File: config.mk
export PLATFORM = sky130hd
export DESIGN_NAME = wb_traffic_master
export DESIGN_NICKNAME = d
export VERILOG_FILES = /design/src/rtl/wb_traffic_master.sv
export SDC_FILE = /design/constraint.sdc
export NUM_CORES = 1
export LEC_CHECK = 0
export CAP_MARGIN = 30
export CORE_MARGIN = 2
export CORE_UTILIZATION = 48
export DETAILED_ROUTE_END_ITERATION = 12
export GPL_TIMING_DRIVEN = 0
export PLACE_DENSITY = 0.8
export SYNTH_ARGS = -nofsm -noshare
export SYNTH_HDL_FRONTEND = slang
export SYNTH_SLANG_ARGS = --single-unit
File: constraint.sdc
create_clock -name sys_clk -period 3.9 [get_ports sys_clk]
set_input_delay 0.78 -clock sys_clk [delete_from_list [all_inputs] [get_ports sys_clk]]
set_output_delay 0.78 -clock sys_clk [all_outputs]
set_load 0.05 [all_outputs]
File: src/rtl/wb_traffic_master.sv
// wb_traffic_master: Wishbone classic-cycle initiator issuing LFSR-driven traffic.
// Optional WB_TRAFFIC_MASTER_TIMEOUT_EN: abort a request after `timeout` cycles without ack.
module wb_traffic_master #(
    parameter int unsigned n_trans  = 16,
    parameter logic [31:0] seed     = 32'h0000_0001,
    parameter logic [7:0]  gap_mask = 8'h03,
    parameter int unsigned timeout  = 64
) (
    input  logic        sys_clk,
    input  logic        sys_rst,
    input  logic        start,
    output logic [31:0] dat_w,
    input  logic [31:0] dat_r,
    output logic [29:0] adr,
    output logic        we,
    output logic [3:0]  sel,
    output logic        cyc,
    output logic        stb,
    input  logic        ack,
    output logic        busy,
    output logic        done,
    output logic [15:0] rd_count,
    output logic [15:0] wr_count,
    output logic [31:0] rd_sig,
    output logic        timeout_err
);

    localparam logic [31:0] TAPS    = 32'h8020_0003;
    localparam logic [16:0] N_TOTAL = 17'(n_trans);

    typedef enum logic [1:0] {
        IDLE,
        GAP,
        REQ,
        DONE
    } state_t;

    state_t      state;
    logic [31:0] lfsr;
    logic [8:0]  gap_cnt;

    logic [31:0] lfsr_nxt;
    logic [8:0]  gap_load;
    logic [3:0]  sel_nxt;
    logic [16:0] total_nxt;
    logic        last_xfer;

    // Galois step, right shift; feedback applied when the bit shifted out is 1
    always_comb begin
        lfsr_nxt = lfsr >> 1;
        if (lfsr[0]) begin
            lfsr_nxt = lfsr_nxt ^ TAPS;
        end
    end

    // Idle length is always at least one cycle so back-to-back acks stay unambiguous
    assign gap_load  = {1'b0, lfsr[23:16] & gap_mask} + 9'd1;
    assign sel_nxt   = (lfsr[27:24] == 4'h0) ? 4'hF : lfsr[27:24];
    assign total_nxt = {1'b0, rd_count} + {1'b0, wr_count} + 17'd1;
    assign last_xfer = (total_nxt == N_TOTAL);

    function automatic logic [15:0] sat_inc(input logic [15:0] v);
        return (v == 16'hFFFF) ? v : v + 16'd1;
    endfunction

`ifdef WB_TRAFFIC_MASTER_TIMEOUT_EN
    localparam int WW = (timeout < 2) ? 1 : $clog2(timeout);
    localparam logic [WW-1:0] WAIT_LAST = WW'(timeout - 1);

    logic [WW-1:0] wait_cnt;
    logic          timeout_q;

    assign timeout_err = timeout_q;
`else
    logic unused_timeout;

    assign unused_timeout = ^timeout;
    assign timeout_err    = 1'b0;
`endif

    // Run control, bus request generation and per-run statistics
    always_ff @(posedge sys_clk) begin
        if (sys_rst) begin
            state    <= IDLE;
            lfsr     <= seed;
            gap_cnt  <= '0;
            adr      <= '0;
            dat_w    <= '0;
            we       <= 1'b0;
            sel      <= 4'h0;
            cyc      <= 1'b0;
            stb      <= 1'b0;
            busy     <= 1'b0;
            done     <= 1'b0;
            rd_count <= '0;
            wr_count <= '0;
            rd_sig   <= '0;
`ifdef WB_TRAFFIC_MASTER_TIMEOUT_EN
            wait_cnt  <= '0;
            timeout_q <= 1'b0;
`endif
        end else begin
            case (state)
                IDLE, DONE: begin
                    if (start) begin
                        rd_count <= '0;
                        wr_count <= '0;
                        rd_sig   <= '0;
                        done     <= 1'b0;
                        busy     <= 1'b1;
                        gap_cnt  <= gap_load;
                        state    <= GAP;
`ifdef WB_TRAFFIC_MASTER_TIMEOUT_EN
                        timeout_q <= 1'b0;
`endif
                    end
                end
                GAP: begin
                    if (gap_cnt == 9'd1) begin
                        adr   <= lfsr[29:0];
                        we    <= lfsr[31];
                        sel   <= sel_nxt;
                        dat_w <= {lfsr[15:0], lfsr[31:16]};
                        cyc   <= 1'b1;
                        stb   <= 1'b1;
                        lfsr  <= lfsr_nxt;
                        state <= REQ;
`ifdef WB_TRAFFIC_MASTER_TIMEOUT_EN
                        wait_cnt <= '0;
`endif
                    end else begin
                        gap_cnt <= gap_cnt - 9'd1;
                    end
                end
                REQ: begin
                    if (ack) begin
                        cyc <= 1'b0;
                        stb <= 1'b0;
                        if (we) begin
                            wr_count <= sat_inc(wr_count);
                        end else begin
                            rd_count <= sat_inc(rd_count);
                            rd_sig   <= rd_sig ^ dat_r;
                        end
                        if (last_xfer) begin
                            busy  <= 1'b0;
                            done  <= 1'b1;
                            state <= DONE;
                        end else begin
                            gap_cnt <= gap_load;
                            state   <= GAP;
                        end
                    end
`ifdef WB_TRAFFIC_MASTER_TIMEOUT_EN
                    else if (wait_cnt == WAIT_LAST) begin
                        cyc       <= 1'b0;
                        stb       <= 1'b0;
                        timeout_q <= 1'b1;
                        busy      <= 1'b0;
                        done      <= 1'b1;
                        state     <= DONE;
                    end else begin
                        wait_cnt <= wait_cnt + 1'b1;
                    end
`endif
                end
                default: state <= IDLE;
            endcase
        end
    end

endmodule

==> out/qor.txt, run 1 <==
Outcome: completed
First-pass GRT wire length: 25500 µm
FMAX: 0.283 GHz
PD cells: 548 mW/mm²
GPL Wtd Cong: 0.934
Initial DRC Count: 388
Top FF cell, synth: dfxtp_1
# diodes: 0
Final min period: 3.53 ns
Sink Count: 117
Core Rows: 41
Post-route clock skew: 0.00652 ns
Hold path depth: 2
Die ar.: 0.0136 mm²
WS Path Type: reg -> reg
Yosys reg bits: 117
Total track usage: 23.8%
Top cells by count, synth: nand2_1 (136), dfxtp_1 (117), nor2_1 (77), buf_4 (61), a21oi_1 (54)
Fin area: 0.00859 mm²
Top delay family on crit path: simple AND/OR/NAND/NOR gates
Crit end category: flip-flop
Post-detail-place hpwl: 11700 µm
Post-route DRC: 0
H-tree level count: 4
Worst skew pair latency: 0.41 ns
Slew margin rel.: 54.2%
Area Overhead vs Synth: 41.2%
Post-CTS Setup Inserts: 0
CTS tree: done
Post-CTS Hold Buffers: 0
Vert. Die Dim: 117 µm
Antenna-violating nets left: 0
Final hold vios: 0
Max-cap violation count: 0
Post-Syn Instances: 747
Startpoint type of the worst setup path: flip-flop
Clock buffer depth: 2
Initial Util: 48.6%
Final Net Count: 995
Post-layout util: 68.6%
Layout cells sized above 1: 11.4%
Pin count of the biggest net entering global routing: 17
Unrepaired setup endpoints after global routing: false
Crit-path max cell delay: 0.48 ns
Total core area: 0.0125 mm²
Register area share after synthesis: 38.5%
Worst vdd ir: 0.000508 V
Async SR Flop Fraction: 0%
Leakage: 0.00350 µW
Cell variety after synth: 62
Overflow left after global routing: 0
Final worst setup slack: 0.369 ns
Period utilization: 90.5%
Clock-pin slew on the worst setup and hold paths: 0.06 ns
CTS Root Cell: clkbuf_16
Avg Cell Area, Syn: 8.14 µm²
Vias in the first global route: 5183
Setup violators final: 0
Worst hold path class: reg -> reg
Count of pins over their slew limit: 0
Slowest CP cell: dfxtp_1
Dpl cell area: 0.00799 mm²
Number of enable flip-flop cells after synthesis: 0
WP data required: 4.25 ns
Setup TNS: 0 ns
Worst slew pin tran: 0.678 ns
Top-area cell type share of the netlist area: 38.5%
Router iterations before antenna repair: 7
Place WS: 0.408 ns
Synth area leader: dfxtp_1
Synth warnings: 0
Initial antenna violation count: 0
Levels on crit path: 10
Vias after detailed routing: 5798
Routed length per instance: 14.4 µm
Depth of the most critical reg-to-reg path: 10
Port-buffer cells: 169
Synthesized cell area: 0.00608 mm²
Synth top area cells: dfxtp_1 (39%), nand2_1 (8.4%), buf_4 (7.5%)
Worst-path cell chain: ha_1 -> a21o_1 -> or3_4 -> o211a_1 -> or3_1 -> o2bb2ai_1 -> nor4_1 -> nand3_1 -> a311oi_1 -> a41o_1
Cts bufs inserted: 17
Die Wd: 117 µm
Via density per instance: 5.18
Count leader, synth: nand2_1
Critical Path AT: 3.89 ns
Final WL: 16100 µm
PostCTS Resize Cnt: 0
Top-Level Pins: 172
Max FO, Critical Path: 9
Worst Path Buf+Inv: 0
Syn Nets: 807
[routing by layer]
metal / share of wire (%) / track usage [%] / vias up
li1: - / - / 2874
met1: 45 / 30.7 / 2723
met2: 48 / 38.9 / 187
met3: 6.6 / 6.75 / 14
met4: 0.97 / 6.82 / 0
met5: 0 / 0 / -
[through the flow]
step           std cells  hold slack (ns)  total power, µW
2_1_floorplan        747            0.432             2650
3_3_place_gp        1088            0.443             3110
3_5_place_dp        1088            0.452             3120
4_1_cts             1120            0.459             4720
5_1_grt             1120            0.493             4940
6_report            1120            0.459             4710
[tightest hold or removal path, cell delays in order (launching register included)]
cell     delay, ns
dfxtp_1       0.31
nand2_1       0.05
a21oi_1       0.05
[where the power goes]
part / switching (µW) / internal, µW
clock network: 564 / 1020
registers: 121 / 1350
logic: 1090 / 557
[area by class of cell]
| cell class | instances | area [µm²] |
|---|---|---|
| fill | 1035 | 3930 |
| multi-input combinational | 518 | 3090 |
| sequential | 117 | 2340 |
| timing repair buffer | 169 | 1690 |
| buffer | 90 | 568 |
| clock buffer | 19 | 443 |
| tap | 172 | 215 |
| clock inverter | 13 | 156 |
| inverter | 22 | 82.6 |
[cells in the final DEF (no fill, tap or decap), types with 4 or more instances in the layout]
cell type | netlist | routed
clkdlybuf4s50_1 | 0 | 169
nand2_1 | 136 | 136
dfxtp_1 | 117 | 117
nor2_1 | 77 | 77
buf_4 | 61 | 61
a21oi_1 | 54 | 54
xor2_1 | 52 | 52
clkbuf_1 | 25 | 26
ha_1 | 24 | 24
inv_1 | 22 | 22
o21ai_0 | 18 | 18
clkbuf_16 | 0 | 17
nand3_1 | 14 | 14
or3_1 | 13 | 13
and3_1 | 12 | 12
nand2b_1 | 9 | 9
xnor2_1 | 7 | 7
a211oi_1 | 6 | 6
nand4_1 | 6 | 6
a31oi_1 | 5 | 5
a311oi_1 | 5 | 5
o211a_1 | 5 | 5
nor2b_1 | 5 | 5
clkinv_2 | 0 | 5
and2_1 | 4 | 4
o221a_2 | 4 | 4
nor3_1 | 4 | 4
a41o_1 | 4 | 4
and4_1 | 4 | 4
[sequential cells by signal (all words and copies together), names as in the netlist, 2 cells and up]
| register | count |
|---|---|
| gap_cnt | 9 |
| dat_w | 31 |
| wr_count | 16 |
| lfsr | 3 |
| rd_count | 16 |
| state | 2 |
| sel | 4 |
| rd_sig | 32 |
[path summary, 6_finish.rpt]
check	from	end	slack, ns
min reg2reg	lfsr[21]	dat_w[5]	0.46
min	lfsr[21]	dat_w[5]	0.46
max reg2reg	wr_count[3]	gap_cnt[8]	0.37
max	wr_count[3]	gap_cnt[8]	0.37
[kinds of logic (layout without fill, tap and decap cells)]
family          Yosys count  after routing  synth area share, %
flops                   117            117                 38.5
simple gates            296            296                 21.8
other cells               1              1               0.0617
fa+ha+maj                24             24                 4.94
buf+inv                 112            313                 10.7
mux                       4              4                0.700
xor+xnor                 59             59                 8.50
compound gates          134            134                 14.8
Note: power is estimated with default switching activity, not from simulation.
==> run 2: changes to the inputs <==
--- a/config.mk
+++ b/config.mk
@@ -9,6 +9,7 @@
 export CORE_MARGIN = 2
 export CORE_UTILIZATION = 48
 export DETAILED_ROUTE_END_ITERATION = 12
+export GPL_ROUTABILITY_DRIVEN = 0
 export GPL_TIMING_DRIVEN = 0
 export PLACE_DENSITY = 0.8
 export SYNTH_ARGS = -nofsm -noshare
==> run 2 against run 1 <==
  * Cell count down 0.18%
  * Die area unchanged
  * Critical path depth did not move
  * Flip-flop and latch count unchanged
  * Via count is 0.52% lower
  * Core utilization decreased by 0.31 points
  * Clock power shrank 8%
  * Wire length fell by 0.55%
==> out/qor.txt, run 2 (same netlist as run 1, synthesis figures left out) <==
Final Net Count: 995 (unchanged)
Unrepaired setup endpoints after global routing: false
Total track usage: 23.7% (-0.099 points)
Depth of the most critical reg-to-reg path: 10 (unchanged)
Initial antenna violation count: 0 (unchanged)
Vias after detailed routing: 5768 (-0.52%)
Commonest cells after routing, fill and taps aside: clkdlybuf4s50_1 (169), nand2_1 (136), dfxtp_1 (117)
Core Rows: 41 (unchanged)
Place WS: 0.489 ns (+0.0812 ns)
Routed length per instance: 14.3 µm (-0.37%)
Clock-pin slew on the worst setup and hold paths: 0.05 ns (about the same)
Port-buffer cells: 169 (unchanged)
Post-detail-place hpwl: 11900 µm (+1.9%)
Worst hold path class: reg -> reg
Period utilization: 91.8% (+1.2 points)
Total power: 4590 µW (-2.4%)
Hold path depth: 2 (unchanged)
CTS tree: done
Layout cells sized above 1: 11.2% (-0.19 points)
Hold WS: 0.467 ns (+0.00790 ns)
Largest reg by FF count: rd_sig
PD cells: 537 mW/mm² (-2.0%)
Cts bufs inserted: 17 (unchanged)
Die ar.: 0.0136 mm² (unchanged)
Most Used Layer, Global Route: met2
Worst skew pair latency: 0.41 ns (about the same)
Setup violators final: 0 (unchanged)
Top-Level Pins: 172 (unchanged)
WP data required: 4.25 ns (about the same)
Biggest regs: rd_sig (32), dat_w (31)
Max-cap violation count: 0 (unchanged)
Multi-input gate area in the final layout: 0.00309 mm² (unchanged)
Die Wd: 117 µm (unchanged)
Final worst setup slack: 0.322 ns (-0.0477 ns)
Flip-flop count of the largest register after layout: 32 (unchanged)
Critical Path AT: 3.93 ns (+0.04 ns)
Outcome: completed
Vias in the first global route: 5307 (+2.4%)
Startpoint type of the worst setup path: flip-flop
Post-route DRC: 0 (unchanged)
GR Util met3: 7.99% (+1.2 points)
Global-route track usage on met2: 37.8% (-1.1 points)
Final hold vios: 0 (unchanged)
Router iterations before antenna repair: 5 (-2)
Leakage: 0.00347 µW (-0.66%)
Initial DRC Count: 475 (+22%)
Post-CTS Setup Inserts: 0 (unchanged)
Antenna-violating nets left: 0 (unchanged)
Area Overhead vs Synth: 40.6%
PostCTS Resize Cnt: 0 (unchanged)
CTS Root Cell: clkbuf_16
Final min period: 3.58 ns (+0.0477 ns)
Via density per instance: 5.16 (-0.34%)
Worst vdd ir: 0.000416 V (-18%)
Post-CTS Hold Buffers: 0 (unchanged)
Commonest non-fill, non-tap cell in the layout: clkdlybuf4s50_1
Max FO, Critical Path: 9 (unchanged)
WS Path Type: reg -> reg
Overflow left after global routing: 0 (unchanged)
Seq. cell area: 0.00234 mm² (unchanged)
Post-layout util: 68.3% (-0.31 points)
Total core area: 0.0125 mm² (unchanged)
Sink Count: 117 (unchanged)
H-tree level count: 4 (unchanged)
Count of pins over their slew limit: 0 (unchanged)
Pin count of the biggest net entering global routing: 17 (unchanged)
Vert. Die Dim: 117 µm (unchanged)
Slew margin rel.: 56.6% (+2.4 points)
FMAX: 0.279 GHz (-1.3%)
Post-route clock skew: 0.0103 ns (+0.00375 ns)
Setup TNS: 0 ns (unchanged)
Met1 Use GR: 29.7% (-1.1 points)
Crit end category: flip-flop
# diodes: 0 (unchanged)
Number of fillers in the final layout: 1044 (+0.87%)
First-pass GRT wire length: 25400 µm (-0.60%)
Clock buffer depth: 2 (unchanged)
Initial Util: 48.6% (unchanged)
Worst slew pin tran: 0.643 ns (-0.0351 ns)
Final WL: 16000 µm (-0.55%)
-- run 2: final timing paths --
kind | from | endpoint | slack (ns)
max | wr_count[3] | gap_cnt[3] | 0.32
min | lfsr[21] | dat_w[5] | 0.47
max reg2reg | wr_count[3] | gap_cnt[3] | 0.32
min reg2reg | lfsr[21] | dat_w[5] | 0.47
-- run 2: cell type report --
cell class,instances,share of cell area [%]
clock inverters,8,0.893
multi-input cells,518,36.1
repair buffers,169,19.8
well taps,172,2.52
flip-flops and latches,117,27.4
inverters,22,0.966
clock buffers,22,5.66
plain buffers,90,6.65
-- run 2: metal layers --
layer	routed length, µm	vias up
li1	-	2865
met2	7630	210
met4	279	0
met1	6830	2672
met3	1310	21
met5	0	-
-- run 2: stage by stage --
stage                     area [µm²]  cells
after floorplan                 6080    747
after global placement          7990   1088
after CTS                       8550   1118
after global routing            8550   1118
after detailed placement        7990   1088
final                           8550   1118
-- run 2: power breakdown --
part	internal [µW]	switching (µW)	leakage (µW)
clock	932	532	0.000270
sequential	1360	121	0.000948
combinational	557	1100	0.00226
total	2840	1750	0.00347
-- run 2: critical path, cell delays in order (launching register included) --
cell       delay, ns
dfxtp_1         0.48
ha_1            0.33
a21o_1          0.23
or3_4           0.37
o211a_1         0.26
or3_1           0.35
o2bb2ai_1       0.12
nor4_1          0.39
nand3_1         0.47
a311oi_1        0.37
a31o_2          0.14
